===== config.mk =====
export PLATFORM = sky130hd
export DESIGN_NAME = cim_shift_accumulator
export DESIGN_NICKNAME = d
export VERILOG_FILES = /design/src/rtl/cim_shift_accumulator.sv
export SDC_FILE = /design/constraint.sdc
export NUM_CORES = 1
export LEC_CHECK = 0
export CORE_MARGIN = 3
export CORE_UTILIZATION = 57
export CTS_CLUSTER_DIAMETER = 100
export DETAILED_ROUTE_END_ITERATION = 7
export PLACE_DENSITY = 0.81
export SLEW_MARGIN = 5
export SYNTH_ARGS = -nofsm -noshare
export SYNTH_HDL_FRONTEND = slang
export SYNTH_SLANG_ARGS = --single-unit

===== constraint.sdc =====
create_clock -name clk -period 21 [get_ports clk]
set_input_delay 2.1 -clock clk [delete_from_list [all_inputs] [get_ports clk]]
set_output_delay 2.1 -clock clk [all_outputs]
set_load 0.03 [all_outputs]

===== src/rtl/cim_shift_accumulator.sv =====
// cim_shift_accumulator
// Bit-serial shift-and-add accumulator behind the CIM macro. Each operation
// delivers INPUT_BIT_WIDTH partial-sum beats, MSB first. The beats are folded
// into one full-precision result vector. Results queue in a 2-entry FIFO with a
// valid/ready handshake toward the back end.
//
// Ports:
//   clk, rst_n    clock; synchronous active-low reset
//   psum_valid    partial-sum beat present this cycle
//   in_msb        marks the beat as the first (MSB) beat of an operation
//   psum_data     NUM_COL unsigned partial sums, PSUM_WIDTH bits each
//   out_valid     output FIFO non-empty
//   out_ready     consumer accepts the head entry
//   out_data      head entry, NUM_COL results of ACC_WIDTH bits each
//   acc_busy      an accumulation is in progress
//   protocol_err  sticky: orphan beat or early restart
//   overrun_err   sticky: result dropped because the FIFO was full
//   err_clear     clears both sticky flags (a same-cycle set wins)
module cim_shift_accumulator #(
  parameter int unsigned INPUT_BIT_WIDTH = 4,
  parameter int unsigned NUM_COL         = 16,
  parameter int unsigned PSUM_WIDTH      = 7,
  parameter bit          SIGNED_INPUT    = 1'b0,
  localparam int unsigned ACC_WIDTH      = PSUM_WIDTH + INPUT_BIT_WIDTH
) (
  input  logic                           clk,
  input  logic                           rst_n,
  input  logic                           psum_valid,
  input  logic                           in_msb,
  input  logic [NUM_COL*PSUM_WIDTH-1:0]  psum_data,
  output logic                           out_valid,
  input  logic                           out_ready,
  output logic [NUM_COL*ACC_WIDTH-1:0]   out_data,
  output logic                           acc_busy,
  output logic                           protocol_err,
  output logic                           overrun_err,
  input  logic                           err_clear
);

  localparam int unsigned AccVecW = NUM_COL * ACC_WIDTH;
  localparam int unsigned CntW    = (INPUT_BIT_WIDTH > 1) ? $clog2(INPUT_BIT_WIDTH) : 1;
  localparam logic [CntW-1:0] CntLast = CntW'(INPUT_BIT_WIDTH - 1);

  typedef enum logic [0:0] {StIdle, StAcc} state_e;

  state_e              state_q, state_d;
  logic [CntW-1:0]     cnt_q, cnt_d;
  logic [AccVecW-1:0]  acc_q, acc_d;
  logic [AccVecW-1:0]  first_vec, shift_vec;
  logic                push, proto_set;

  // Per-column candidates: MSB-beat load and shift-and-add continuation.
  // The MSB beat carries negative weight for two's complement inputs.
  for (genvar c = 0; c < NUM_COL; c++) begin : g_col
    logic [ACC_WIDTH-1:0] ext;
    logic [ACC_WIDTH-1:0] acc_col;
    assign ext     = ACC_WIDTH'(psum_data[c*PSUM_WIDTH +: PSUM_WIDTH]);
    assign acc_col = acc_q[c*ACC_WIDTH +: ACC_WIDTH];
    assign first_vec[c*ACC_WIDTH +: ACC_WIDTH] = SIGNED_INPUT ? (ACC_WIDTH'(0) - ext) : ext;
    assign shift_vec[c*ACC_WIDTH +: ACC_WIDTH] = {acc_col[ACC_WIDTH-2:0], 1'b0} + ext;
  end

  always_comb begin
    state_d   = state_q;
    cnt_d     = cnt_q;
    acc_d     = acc_q;
    push      = 1'b0;
    proto_set = 1'b0;
    unique case (state_q)
      StIdle: begin
        if (psum_valid) begin
          if (in_msb) begin
            acc_d = first_vec;
            if (INPUT_BIT_WIDTH == 1) begin
              // Single-beat operations complete on the MSB beat itself.
              push = 1'b1;
            end else begin
              cnt_d   = CntW'(1);
              state_d = StAcc;
            end
          end else begin
            proto_set = 1'b1;
          end
        end
      end
      StAcc: begin
        if (psum_valid) begin
          if (in_msb) begin
            // Early restart: drop the partial result, start over with this beat.
            proto_set = 1'b1;
            acc_d     = first_vec;
            cnt_d     = CntW'(1);
          end else begin
            acc_d = shift_vec;
            if (cnt_q == CntLast) begin
              push    = 1'b1;
              cnt_d   = '0;
              state_d = StIdle;
            end else begin
              cnt_d = cnt_q + CntW'(1);
            end
          end
        end
      end
      default: state_d = StIdle;
    endcase
  end

  always_ff @(posedge clk) begin
    if (!rst_n) begin
      state_q <= StIdle;
      cnt_q   <= '0;
      acc_q   <= '0;
    end else begin
      state_q <= state_d;
      cnt_q   <= cnt_d;
      acc_q   <= acc_d;
    end
  end

  assign acc_busy = (state_q == StAcc);

  // 2-entry output FIFO.
  logic [AccVecW-1:0] mem_q [2];
  logic               wr_ptr_q, rd_ptr_q;
  logic [1:0]         count_q, count_d;
  logic               pop, full, push_ok, drop;

  assign out_valid = (count_q != 2'd0);
  assign pop       = out_valid & out_ready;
  assign full      = (count_q == 2'd2);
  // When full, a same-cycle pop frees the head slot, which is the write slot.
  assign push_ok   = push & (~full | pop);
  assign drop      = push & full & ~pop;
  assign out_data  = out_valid ? mem_q[rd_ptr_q] : '0;

  always_comb begin
    count_d = count_q;
    unique case ({push_ok, pop})
      2'b10:   count_d = count_q + 2'd1;
      2'b01:   count_d = count_q - 2'd1;
      default: count_d = count_q;
    endcase
  end

  always_ff @(posedge clk) begin
    if (!rst_n) begin
      wr_ptr_q <= 1'b0;
      rd_ptr_q <= 1'b0;
      count_q  <= 2'd0;
    end else begin
      count_q <= count_d;
      if (push_ok) wr_ptr_q <= ~wr_ptr_q;
      if (pop)     rd_ptr_q <= ~rd_ptr_q;
    end
  end

  always_ff @(posedge clk) begin
    if (rst_n && push_ok) begin
      mem_q[wr_ptr_q] <= acc_d;
    end
  end

  // Sticky error flags; set has priority over clear.
  always_ff @(posedge clk) begin
    if (!rst_n) begin
      protocol_err <= 1'b0;
      overrun_err  <= 1'b0;
    end else begin
      if (proto_set)      protocol_err <= 1'b1;
      else if (err_clear) protocol_err <= 1'b0;
      if (drop)           overrun_err  <= 1'b1;
      else if (err_clear) overrun_err  <= 1'b0;
    end
  end

endmodule


==> results of run 1 <==
==> state kept, by name, indices dropped and copies added (netlist names), named ones only <==
signal	flops
acc_q	176
wr_ptr_q	1
rd_ptr_q	1
cnt_q	2
mem_q	352
acc_busy	1
protocol_err	1
count_q	2
overrun_err	1
==> logic make-up after synthesis <==
kind of cell | Yosys count | synth area share [%]
simple gates | 717 | 12.71
compound gates | 596 | 14.57
flops | 538 | 53.85
buf+inv | 196 | 3.262
mux | 176 | 6.637
fa+ha+maj | 114 | 5.827
xor+xnor | 95 | 3.135
==> final timing paths <==
path,startpoint,endpoint,slack (ns)
min,acc_q[142],acc_q[142],0.46
max,flip-flop,out_data[32],15.05
max reg2reg,acc_busy,mem_q[1][84],17.35
min reg2reg,acc_q[142],acc_q[142],0.46
==> worst reg2reg max path, delay by kind of cell (launching register included) <==
family / cells / cell delay [ns]
AOI/OAI and AO/OA: 1 / 0.18
buffers and inverters: 2 / 1.42
DFF: 1 / 0.37
and+or+nand+nor: 3 / 1.15
==> cells in the final DEF (no fill, tap or decap), types with 54 or more instances in the layout <==
cell	netlist	final
dfxtp_1	186	184
a21oi_1	93	93
clkdlybuf4s50_1	0	294
o21ai_0	152	152
nand2_1	200	199
xor2_1	70	70
nor2_1	232	229
ha_1	98	98
clkbuf_16	0	54
inv_1	69	68
a22o_1	60	60
nand3_1	73	73
edfxtp_1	352	352
mux2i_1	176	176
and2_1	88	87
==> where the power goes <==
group	switching [uW]	leakage, uW	internal (uW)	total [uW]
Combinational	140	0.00551	92.5	232
Clock	409	0.000874	576	985
Sequential	11.6	0.00470	1140	1150
Total	560	0.0111	1810	2370
==> per-layer routing <==
layer  track usage [%]  vias to the layer above  routed length (um)
met2             45.91                      804               33350
met4             12.53                        0                3131
met5                 0                        -                   0
met1             36.35                     9822               28740
met3             4.528                      202                5273
li1                  -                     9441                   -
==> area by class of cell <==
cell class	instances	area, um2
Tap cell	600	750.7
Sequential cell	538	14300
Clock inverter	28	341.6
Multi-Input combinational cell	1698	11440
Timing Repair Buffer	317	3110
Inverter	70	264.0
Clock buffer	69	1458
Antenna cell	2	5.005
Fill cell	3295	14000
==> per-stage QoR <==
stage,power [uW],worst slack [ns]
floorplan,1326,5.297
global placement,1394,15.74
detailed placement,1404,15.68
CTS,2378,15.00
global route,2446,14.83
finish,2372,15.05
==> out/metrics.yaml, run 1 <==
worst_setup_path:
  r2r_cells: 6
  path_depth: 4
  cp.arrival_ns: 3.85
  path_max_fanout: 64
  critPathLaunchType: "flip-flop"
  crit_slowest_cell: "dfxtp_4"
  critical_path_class: "flip-flop to output pin"
  cp.required_ns: 18.90
  path_cells: "buf_4 -> mux2i_1 -> nor2_1 -> clkdlybuf4s50_1"
  crit_family: "buffers and inverters"
  cp_num_buf_inv: 2
  max_stage_delay_ns: 1.13
  critPathCaptureType: "output pin"
floorplan:
  design.core.area_mm2: 0.04567
  start_util_pct: 58.11
  chipHeight_um: 221.8
  die-width_um: 221.8
  ioPinCount: 298
  rows: 78
  die-area_mm2: 0.04919
sta:
  grt_setup_unrepaired: "false"
  worst_pin_slew_ns: 1.183
  skew_ns: 0.01222
  slew_headroom_pct: 20.96
  setup_tns_ns: 0
  finalCritPeriodShare_pct: 28.35
  whs_ns: 0.4570
  fmax_mhz: 168.0
  finalSetupViolCount: 0
  min_period_ns: 5.954
  slew_viol_final: 0
  hold_viol_final: 0
drt:
  antenna_left: 0
  drc: 0
  dr.pass1.iters: 6
  routedWlPerCell_um: 21.22
  drt_wl_total_mm: 70.50
  drtIter0Drc: 1543
  vias_per_cell: 6.101
  vias: 20270
yosys:
  ys_ff_latch: 538
  yosysTopAreaCellShare_pct: 39.82
  syn_nets: 2664
  yosysSeqAreaShare_pct: 53.85
  async_flop_share_pct: 0
  ys_top_cells_by_count: "352 x edfxtp_1, 232 x nor2_1, 200 x nand2_1"
  yosysUniqueCellTypes: 58
  ys_warn_count: 0
  yosysMostFrequentCell: "edfxtp_1"
  synthTopCellsByArea: "edfxtp_1 40%, dfxtp_1 14%, mux2i_1 6.6%, ha_1 4.6%, nor2_1 3.3%"
  syn-cell-area_mm2: 0.02654
  synth_edf_count: 352
  syn_area_per_cell_um2: 10.91
  syn_inst: 2432
  yosys.area.top_type: "edfxtp_1"
  ys.flop_type: "edfxtp_1"
global_routing:
  grt_max_degree: 96
  grt_usage_pct: 27.81
  grt_pass1_vias: 19910
  antenna_found_initial: 1
  gr-total-overflow: 0
  grt_first_pass_wirelength_mm: 109.1
place:
  gp_congestion: 0.8887
  hpwl_mm: 44.47
  io_buffer_count: 297
  placed_area_mm2: 0.02987
  placed_cells: 3223
hold_path:
  hold_path_class: "flip-flop to flip-flop"
  hold_depth: 2
power:
  irDropWorstVdd_uv: 65.70
  p_per_area_mw_per_mm2: 74.88
  leakagePower_uw: 0.01108
clock_tree:
  clk_pin_slew_ns: 0.07
  cts_tree: "built"
  cts.sinks: 538
  clk-insertion-delay-late_ns: 0.60
  cts.path.max_buffers: 3
  clockRootBuffer: "clkbuf_16"
  postCtsHoldBufs: 0
  cts.htree.levels: 2
  cts_setup_buffers: 0
  cts_buffers: 53
  post_cts_resize_count: 0
finish:
  fin_util_pct: 69.34
  nets: 2910
  area_growth_pct: 19.32
  finalNonFillerCells: 3322
  stdcell_area_mm2: 0.03167
  drive_gt1_share_pct: 5.000
status:
  status: "complete, no violations"
flow_run:
  drv_cap: 0
Note: power is estimated with default switching activity, not from simulation.
==> inputs of run 2 (changes only) <==
==> constraint.sdc (replaced) <==
create_clock -name clk -period 5.5 [get_ports clk]
set_input_delay 0.55 -clock clk [delete_from_list [all_inputs] [get_ports clk]]
set_output_delay 0.55 -clock clk [all_outputs]
set_load 0.03 [all_outputs]
==> run 2 against run 1 <==
Effect of this change:
- register-to-register slack worse by 15 ns
- wire length grew 1.8%
- power rose to 3.7 times the previous value
- worst hold slack better by 0.00071 ns
- critical path type unchanged
==> out/metrics.yaml, run 2 (synthesized netlist as in run 1, its figures left out) <==
status:
  status: "complete, no violations"
power:
  power_switching_uw: 2134
  intPower_uw: 6670
  power_frac_seq_pct: 50.1
  p_clk_share_pct: 39.8
  swShare_pct: 24.24
  pwr-share-comb_pct: 10.1
  leakagePower_uw: 0.01105
  p_per_area_mw_per_mm2: 278.7
  irDropWorstVdd_uv: 243.4
  power_uw: 8804
global_routing:
  gr-total-overflow: 0
  grt_pass1_vias: 20050
  antenna_found_initial: 1
  grt_first_pass_wirelength_mm: 110.4
  grt_usage_pct: 28.23
  grt_max_degree: 116
worst_setup_path:
  critical_path_class: "flip-flop to output pin"
  path_max_fanout: 53
  cp.arrival_ns: 3.31
  worstReg2RegEnd: "acc_q[161]"
  r2r_cells: 3
  critPathLaunchType: "flip-flop"
  ff2ff_setup_slack_ns: 2.27
  critPathCaptureType: "output pin"
  cp.required_ns: 4.95
  regToRegStartpoint: "acc_busy"
clock_tree:
  clk_pin_slew_ns: 0.06
  cts.path.max_buffers: 3
  clk-insertion-delay-late_ns: 0.61
  post_cts_resize_count: 0
  cts_setup_buffers: 0
  cts_buffers: 54
  clockRootBuffer: "clkbuf_16"
  postCtsHoldBufs: 0
  cts_tree: "built"
  cts.htree.levels: 2
  cts.sinks: 538
finish:
  fin_util_pct: 69.16
  largest_register_ffs: 352
  area_growth_pct: 19.01
  finalNonFillerCells: 3326
  regArea_mm2: 0.01430
  top_register: "mem_q"
  final_cell_mix: "352 x edfxtp_1, 294 x clkdlybuf4s50_1, 229 x nor2_1"
  nets: 2912
  fill_cells: 3251
  final_common_cell: "edfxtp_1"
  reg.largest.list: "mem_q x352, acc_q x176"
  drive_gt1_share_pct: 4.661
  multi_input_area_mm2: 0.01146
drt:
  antenna_left: 0
  vias_per_cell: 6.157
  dr.pass1.iters: 5
  drtIter0Drc: 1908
  vias: 20480
  routedWlPerCell_um: 21.57
  drc: 0
  drt_wl_total_mm: 71.75
sta:
  finalCritPeriodShare_pct: 70.13
  grt_setup_unrepaired: "false"
  hold_viol_final: 0
  min_period_ns: 3.857
  finalSetupViolCount: 0
  whs_ns: 0.4577
  slew_viol_final: 0
  slew_headroom_pct: 25.11
  skew_ns: 0.01875
  fmax_mhz: 259.2
  worst_pin_slew_ns: 1.121
floorplan:
  rows: 78
  chipHeight_um: 221.8
  die-width_um: 221.8
  start_util_pct: 58.11
  design.core.area_mm2: 0.04567
  die-area_mm2: 0.04919
  ioPinCount: 298
hold_path:
  hold_depth: 2
  min_from: "acc_q[109]"
  hold_end: "acc_q[109]"
  hold_path_class: "flip-flop to flip-flop"
place:
  hpwl_mm: 45.60
  placed_cells: 3224
  io_buffer_count: 297
  gp_congestion: 0.9016
flow_run:
  drv_cap: 0
[run 2: cell count changes in the layout (fill, tap and decap cells not counted), moves of 2 or more]
| cell | delta |
|---|---|
| buf_12 | +3 |
| buf_4 | -2 |
| bufinv_16 | -6 |
| clkbuf_1 | +7 |
| clkbuf_16 | +2 |
| clkbuf_8 | -2 |
| clkinv_1 | +8 |
| clkinv_4 | -2 |
| clkinvlp_4 | -4 |
[run 2: final cells by class]
cell class | instances | area share (%)
sequential | 538 | 45.27
multi-input combinational | 1698 | 36.27
timing repair buffer | 318 | 9.990
clock buffer | 76 | 4.769
tap | 600 | 2.377
inverter | 70 | 0.8358
clock inverter | 25 | 0.4833
antenna | 1 | 0.007922
[run 2: worst max path at each step]
stage,startpoint,endpoint,cells after the start
3_3_place_gp,in_msb,acc_q[84],4
3_5_place_dp,in_msb,acc_q[51],4
6_report,flip-flop,out_data[141],4
5_1_grt,flip-flop,out_data[104],4
2_1_floorplan,in_msb,mem_q[0][0],7
4_1_cts,flip-flop,out_data[161],4
[run 2: metrics by stage]
step           TNS [ns]  area [um2]  worst slack, ns
6_report              0       31590            1.643
3_3_place_gp          0       29930            2.090
5_1_grt               0       31590            1.497
2_1_floorplan    -78.48       26580          -0.4459
3_5_place_dp          0       29930            2.019
4_1_cts               0       31580            1.622
[run 2: critical path, cell delays in order, from the launching register on]
cell and delay, ns:
dfxtp_4 1.02, buf_4 0.50, mux2i_1 0.40, nor2_1 0.07
clkdlybuf4s50_1 0.63
[run 2: per-layer routing]
| metal | routed length (um) | track usage, % |
|---|---|---|
| met5 | 0 | 0 |
| met4 | 3170 | 11.76 |
| met1 | 28880 | 36.85 |
| met2 | 34200 | 47.04 |
| met3 | 5493 | 4.740 |
[run 2: power by group through the flow]
stage | Combinational [uW] | Clock (uW) | Sequential [uW]
2_1_floorplan | 584 | 0 | 4480
3_3_place_gp | 834 | 0 | 4490
3_5_place_dp | 869 | 0 | 4500
4_1_cts | 876 | 3530 | 4410
5_1_grt | 973 | 3680 | 4410
6_report | 891 | 3500 | 4410
==> inputs of run 3 (changes only) <==
--- a/config.mk
+++ b/config.mk
@@ -6,10 +6,10 @@
 export NUM_CORES = 1
 export LEC_CHECK = 0
 export CORE_MARGIN = 3
-export CORE_UTILIZATION = 57
+export CORE_UTILIZATION = 51
 export CTS_CLUSTER_DIAMETER = 100
 export DETAILED_ROUTE_END_ITERATION = 7
-export PLACE_DENSITY = 0.81
+export PLACE_DENSITY = 0.76
 export SLEW_MARGIN = 5
 export SYNTH_ARGS = -nofsm -noshare
 export SYNTH_HDL_FRONTEND = slang
==> constraint.sdc (replaced) <==
create_clock -name clk -period 3.5 [get_ports clk]
set_input_delay 0.35 -clock clk [delete_from_list [all_inputs] [get_ports clk]]
set_output_delay 0.35 -clock clk [all_outputs]
set_load 0.03 [all_outputs]
==> run 3 against run 2 <==
Effect of this change:
- clock-buffer cell count down 1
- die area up 11%
- worst setup slack worse by 1.3 ns
- core utilization down 5.4 points
- critical path type unchanged
- largest power group unchanged
- clock skew down 0.0026 ns
- global-route usage down 2.6 points
==> out/metrics.yaml, run 3 (synthesized netlist as in run 1, its figures left out) <==
status:
  status: "complete, no violations"
sta:
  slew_headroom_pct: 27.60
  worst_pin_slew_ns: 1.084
  skew_ns: 0.01617
  finalCritPeriodShare_pct: 89.46
  setup_ws_ns: 0.3689
  min_period_ns: 3.131
  setup_tns_ns: 0
  hold_viol_final: 0
  whs_ns: 0.3344
  grt_setup_unrepaired: "false"
  fmax_mhz: 319.4
  slew_viol_final: 0
  finalSetupViolCount: 0
clock_tree:
  cts_tree: "built"
  cts.sinks: 538
  cts.htree.levels: 2
  cts.path.max_buffers: 3
  post_cts_resize_count: 0
  clockRootBuffer: "clkbuf_16"
  clk_pin_slew_ns: 0.06
  postCtsHoldBufs: 0
  clk-insertion-delay-late_ns: 0.60
  cts_buffers: 54
  cts_setup_buffers: 0
drt:
  drt_wl_total_mm: 72.12
  vias_per_cell: 5.987
  drtIter0Drc: 1657
  vias: 20480
  dr.pass1.iters: 6
  drc: 0
  routedWlPerCell_um: 21.08
  antenna_left: 0
finish:
  area_growth_pct: 21.93
  stdcell_area_mm2: 0.03236
  nets: 2933
  final_cell_mix: "352 x edfxtp_1, 294 x clkdlybuf4s50_1, 229 x nor2_1"
  final_common_cell: "edfxtp_1"
  largest_register_ffs: 352
  reg.largest.list: "mem_q x352, acc_q x176"
  drive_gt1_share_pct: 5.861
  top_register: "mem_q"
  fill_cells: 3831
place:
  io_buffer_count: 297
  placed_area_mm2: 0.03037
  dp_slack_ns: 0.6823
  gp_congestion: 0.8866
  hpwl_mm: 46.96
global_routing:
  grt_usage_pct: 25.65
  grt_pass1_vias: 20160
  grt_max_degree: 109
  gr-total-overflow: 0
  grt_first_pass_wirelength_mm: 109.8
  antenna_found_initial: 3
hold_path:
  hold_path_class: "input pin to flip-flop"
  min_from: "rst_n"
power:
  irDropWorstVdd_uv: 389.6
  leakagePower_uw: 0.01137
  p_per_area_mw_per_mm2: 454.3
worst_setup_path:
  critPathCaptureType: "output pin"
  critPathLaunchType: "flip-flop"
  cp.required_ns: 3.15
  crit_slowest_cell: "dfxtp_4"
  crit_family: "buffers and inverters"
  critical_path_class: "flip-flop to output pin"
  path_max_fanout: 40
  cp.arrival_ns: 2.78
  max_stage_delay_ns: 0.71
  regToRegStartpoint: "acc_busy"
  cp_num_buf_inv: 2
  path_cells: "buf_12 -> mux2i_1 -> nor2_1 -> clkdlybuf4s50_1"
floorplan:
  start_util_pct: 52.26
  ioPinCount: 298
  die-width_um: 234.1
  chipHeight_um: 234.1
  rows: 82
  die-area_mm2: 0.05482
  design.core.area_mm2: 0.05079
flow_run:
  drv_cap: 0
[run 3: final cells by class]
class                   count  area [um2]  area share (%)
diodes                      2       5.005         0.01547
clock buffers              75        1594           4.926
clock inverters            27       394.1           1.218
inverters                  70       264.0          0.8158
multi-input cells        1698       11460           35.42
flip-flops and latches    538       14300           44.19
well taps                 672       840.8           2.598
repair buffers            339        3501           10.82
[run 3: through the flow]
| step | util (%) | power, uW | std cells |
|---|---|---|---|
| 6_report | 63.72 | 14700 | 3421 |
| 5_1_grt | 63.72 | 15180 | 3420 |
| 4_1_cts | 63.71 | 14770 | 3419 |
| 3_5_place_dp | 59.80 | 8447 | 3317 |
| 3_3_place_gp | 59.80 | 8393 | 3317 |
| 2_1_floorplan | - | 7958 | 2432 |
[run 3: routing by layer]
layer  share of wire [%]  wire length [um]  GRT usage (%)  vias up
met5               0.018                13              0        -
met4                 3.5              2511          9.870        2
met1                  41             29280          33.26     9877
met2                  48             34780          43.59      938
met3                 7.7              5528          3.802      174
li1                    -                 -              -     9489
[run 3: power by group]
part / internal, uW / switching (uW) / total [uW]
registers: 6850 / 76.6 / 6930
clock network: 3910 / 2450 / 6360
logic: 573 / 836 / 1410
[run 3: final timing paths]
kind	to	slack, ns	cells after the start
worst min register to register	acc_q[43]	0.45	2
worst max-delay path	out_data[128]	0.37	4
worst max register to register	acc_q[140]	1.06	5
worst min-delay path	acc_q[173]	0.33	5
[run 3: worst reg2reg max path, cell delays in order (launching register included)]
cell,delay (ns)
dfxtp_4,0.57
and3b_2,0.28
buf_4,0.61
nand2_2,0.37
buf_4,0.31
o21ai_0,0.21
==> RTL change 1 (config.mk and constraints of run 2) <==
Put one more register stage on the output `protocol_err`, with the module's reset. The value now appears one clock later. The other outputs are not delayed to match.
--- a/src/rtl/cim_shift_accumulator.sv
+++ b/src/rtl/cim_shift_accumulator.sv
@@ -42,6 +42,8 @@
   localparam logic [CntW-1:0] CntLast = CntW'(INPUT_BIT_WIDTH - 1);
 
   typedef enum logic [0:0] {StIdle, StAcc} state_e;
+
+  logic protocol_err_s0;
 
   state_e              state_q, state_d;
   logic [CntW-1:0]     cnt_q, cnt_d;
@@ -164,15 +166,23 @@
   // Sticky error flags; set has priority over clear.
   always_ff @(posedge clk) begin
     if (!rst_n) begin
-      protocol_err <= 1'b0;
+      protocol_err_s0 <= 1'b0;
       overrun_err  <= 1'b0;
     end else begin
-      if (proto_set)      protocol_err <= 1'b1;
-      else if (err_clear) protocol_err <= 1'b0;
+      if (proto_set)      protocol_err_s0 <= 1'b1;
+      else if (err_clear) protocol_err_s0 <= 1'b0;
       if (drop)           overrun_err  <= 1'b1;
       else if (err_clear) overrun_err  <= 1'b0;
     end
   end
 
+  always_ff @(posedge clk) begin
+    if (!rst_n) begin
+      protocol_err <= '0;
+    end else begin
+      protocol_err <= protocol_err_s0;
+    end
+  end
+
 endmodule
 
Function: changed (a bounded check fails within 4 cycles, from zero or initial values and one cycle with rst_n low).
==> RTL change 1 against run 2 <==
- wire length decreased by 0.27%
- clock skew increased by 4.5 ps
- sequential share of layout area about the same
- register-to-register slack better by 30 ps
- worst setup slack improved by 160 ps
- critical endpoint is now out_data[147]
- utilization grew 0.090 points
- sequential cell count increased by 1
- global-route usage shrank 0.23 points
- critical path depth unchanged
- cell area up 0.13%
- synthesized area is 0.10% higher
- synthesized cell count is essentially flat
- fmax grew 4.4%
- power up 0.28%
==> RTL change 1: results (changes against run 2) <==
metric,value,unit,change
status,completed,,
grt_pass1_vias,20000,,-0.42%
dieArea,49200,um^2,+0.10%
sh_seq_area,45.3,%,about the same
first_pass_iters,6,,+1
cts_sinks,539,,+0.19%
intPower,6.73,mW,+0.90%
swShare,23.8,%,-0.47 points
ctsRootBufferMaster,clkbuf_16,,
num-nonclk-inverters,70,,unchanged
finalWeightedCongestion,0.870,,-3.5%
grt_max_degree,123,,+6.0%
nNonClkBuffers,317,,-0.31%
rrSetupSlack,2300,ps,+30 ps
yosysSeqAreaShare,53.9,%,about the same
pre_cts_ws,2250,ps,+228 ps
nFillCells,3311,,+1.8%
wire_per_inst,21.6,um,about the same
fin_util,69.2,%,+0.090 points
ir_drop,230,uV,-5.3%
track_usage,28.0,%,-0.23 points
crit_path_end,out_data[147],,
grt_first_pass_wirelength,110000,um,-0.45%
nClkBuffers,80,,+5.3%
hpwl,46500,um,+1.9%
num-multi-input-gates,1699,,+0.059%
path_delay_family,buffers and inverters,,
hold_path_end,acc_q[142],,
antenna_cells,0,,-1
vias_per_cell,6.16,,about the same
final-nonclk-buf-share,10.0,%,+0.042 points
min_period,3690,ps,-163 ps
synthTopCellsByArea,"edfxtp_1 40%, dfxtp_1 14%, mux2i_1 6.6%",,
r2r_end,acc_q[106],,
dp_cells,3225,,+0.031%
avgSynthCellArea,10.9,um^2,about the same
antenna_found_initial,0,,-1
drt_iter0_markers,1843,,-3.4%
drive_above_1_share,4.56,%,-0.10 points
cts_made_buffers,52,,-3.7%
clk_latency,590,ps,-20 ps
whs,458,ps,+0.0610 ps
cpPeakStageDelay,800,ps,-220 ps
p_leak,11.1,nW,about the same
min_from,acc_q[142],,
synth_top_cells_by_count,"352 x edfxtp_1, 232 x nor2_1, 200 x nand2_1",,
clk_share,5.26,%,about the same
skew,23.2,ps,+4.48 ps
cp_max_fo,36,,-32%
fin_nets,2911,,-0.034%
syn-num-nets,2666,,+0.075%
multi_input_area_share,36.2,%,-0.039 points
slew_headroom,18.3,%,-6.8 points
[RTL change 1: changes by cell type after synthesis, sizes merged]
cell           run 2  this run
buf               69        70
and2              88        89
clkbuf            57        56
dfxtp            186       187
[RTL change 1: worst reg2reg max path, cell delays in order, from the launching register on]
cell,delay [ps]
dfxtp_2,820
nand3b_4,1000
nor2_2,1040
a22o_1,260
[RTL change 1: per-layer routing]
| layer | share of wire, % | global-route usage, % | vias up |
|---|---|---|---|
| li1 | - | - | 9425 |
| met1 | 40 | 36.7 | 9805 |
| met2 | 47 | 46.4 | 1042 |
| met3 | 8.6 | 4.14 | 186 |
| met4 | 4.3 | 12.8 | 0 |
| met5 | 0 | 0 | - |
[RTL change 1: kinds of logic (layout without fill, tap and decap cells)]
logic type,count (synthesis),count (layout),synth area share [%]
muxes,176,176,6.63
xor gates and xnor gates,95,95,3.13
and+or+nand+nor,718,718,12.7
buffers and inverters,196,482,3.28
AOI/OAI and AO/OA,596,596,14.5
adders and majority gates,114,114,5.82
DFF,539,539,53.9
==> RTL change 2 (flow settings as in run 2) <==
Made on the original files. The parameter `SIGNED_INPUT` goes from 1'b0 to 1'b1.
--- a/src/rtl/cim_shift_accumulator.sv
+++ b/src/rtl/cim_shift_accumulator.sv
@@ -20,7 +20,7 @@
   parameter int unsigned INPUT_BIT_WIDTH = 4,
   parameter int unsigned NUM_COL         = 16,
   parameter int unsigned PSUM_WIDTH      = 7,
-  parameter bit          SIGNED_INPUT    = 1'b0,
+  parameter bit          SIGNED_INPUT    = 1'b1,
   localparam int unsigned ACC_WIDTH      = PSUM_WIDTH + INPUT_BIT_WIDTH
 ) (
   input  logic                           clk,
Formal check against the unedited RTL: same outputs for any inputs over 4 cycles, from zero or initial values and one cycle with rst_n low; that may be too few to reach the edited logic, so the function may still have changed.
==> RTL change 2 against run 2 <==
- fmax fell by 1.5%
- synthesized area rose by 10%
- wire length rose by 18%
- cell area rose by 9.8%
- worst setup slack got worse by 57 ps
- clock skew fell by 4.5 ps
- sequential power rose by 3%
- sequential share of layout area fell by 4.0 points
- synthesized cell count rose by 18%
- clock power rose by 13%
- power rose by 10%
- sequential cell count did not move
- combinational power rose by 38%
- largest power group unchanged
==> RTL change 2: results (changes against run 2) <==
metric,value,unit,change
drive_above_1_share,5.65,%,+0.99 points
worstHoldPathType,in2reg,,
ctsRootBufferMaster,clkbuf_16,,
cts_max_path_buffers,3,,unchanged
synth_top_cells_by_count,"352 x edfxtp_1, 327 x nor2_1, 198 x mux2i_1",,
grt_max_degree,85,,-27%
p_leak,12.1,nW,+9.6%
wl_met3,8070,um,+47%
critPathArrivalTime,3360,ps,+50 ps
syn-num-nets,3107,,+17%
post_cts_buffers,0,,unchanged
hpwl,54900,um,+20%
wire_per_inst,22.2,um,+2.9%
wl_met1,33500,um,+16%
min_from,rst_n,,
grt_use_met1,40.4,%,+3.5 points
synth_xor_area_share,2.79,%,-0.35 points
overflow,0,,unchanged
antenna_left,0,,unchanged
path_delay_family,buffers and inverters,,
grt_first_pass_wirelength,131000,um,+19%
synth_fa_ha_area_share,5.97,%,+0.15 points
synth.area.mux_share,7.28,%,+0.64 points
clk_pin_slew,60,ps,about the same
worstHoldPathCells,3,,+1
fin_nets,3337,,+15%
yosysTopAreaCell,edfxtp_1,,
use_met3,5.03,%,+0.29 points
top_regs,"mem_q x352, acc_q x176",,
drt_iter0_markers,2429,,+27%
ys_types,86,,+48%
rr_startpoint,acc_busy,,
placed_cell_area,32700,um^2,+9.4%
synthTopCellsByArea,"edfxtp_1 36%, dfxtp_1 13%, mux2i_1 6.8%",,
cts_made_buffers,56,,+3.7%
status,completed,,
vias_per_cell,6.43,,+4.3%
route.met2.wl,39200,um,+15%
skew,14.3,ps,-4.50 ps
hold_path_end,count_q[0],,
cpPeakStageDelay,840,ps,-180 ps
grt_pass1_vias,24200,,+21%
cp_max_fo,42,,-21%
synth_compound_area_share,15.7,%,+1.1 points
met2_usage,49.9,%,+2.9 points
slowest_stage,dfxtp_4,,
r2r_cells,6,,+3
rrSetupSlack,1990,ps,-280 ps
ir_drop,216,uV,-11%
slew_headroom,28.5,%,+3.3 points
antenna_found_initial,2,,+1
yosysSeqAreaShare,48.9,%,-5.0 points
track_usage,30.7,%,+2.4 points
r2r_end,mem_q[0][60],,
finalWeightedCongestion,0.901,,about the same
[RTL change 2: where the power goes]
group | internal, mW | leakage (nW) | switching [mW]
Clock | 2.36 | 0.938 | 1.61
Sequential | 4.44 | 4.74 | 0.0988
Combinational | 0.480 | 6.44 | 0.746
Total | 7.27 | 12.1 | 2.45
[RTL change 2: how the worst max path moves through the flow]
| stage | startpoint | endpoint | slack [ps] |
|---|---|---|---|
| 2_1_floorplan | in_msb | mem_q[0][0] | -560 |
| 3_3_place_gp | psum_valid | acc_q[87] | 1800 |
| 3_5_place_dp | psum_valid | mem_q[0][86] | 1720 |
| 4_1_cts | flop | out_data[162] | 1540 |
| 5_1_grt | flop | out_data[162] | 1470 |
| 6_report | flop | out_data[162] | 1590 |
[RTL change 2: cells by family (layout without fill, tap and decap cells)]
logic type               Yosys count  in the layout
AO/OA/AOI/OAI                    702            702
XOR/XNOR                          93             93
adder cells (fa/ha/maj)          130            130
buffers and inverters            269            545
flip-flops                       538            538
multiplexers                     211            211
other                              0              2
AND/OR/NAND/NOR                  916            916
[RTL change 2: through the flow]
step	setup slack (ps)	hold WS (ps)	total power, mW	instances
finish	1590	493	9.72	3809
global route	1470	513	10.0	3809
CTS	1540	478	9.73	3807
detailed placement	1720	494	5.80	3703
global placement	1800	467	5.75	3703
floorplan	-556	454	5.39	2859
[RTL change 2: final cells by class]
type                    count  area, um^2
fillers                  3645       15700
well taps                 672         841
clock inverters            28         327
repair buffers            324        3240
inverters                 117         442
flip-flops and latches    538       14300
multi-input cells        2052       13900
clock buffers              76        1600
diodes                      2        5.00
[RTL change 2: worst register-to-register path, stage by stage (launching register included)]
cell and delay (ps):
dfxtp_2 870, and3b_4 590, nand2_4 90, a21oi_4 160, inv_2 80, nor3_4 880
buf_12 430
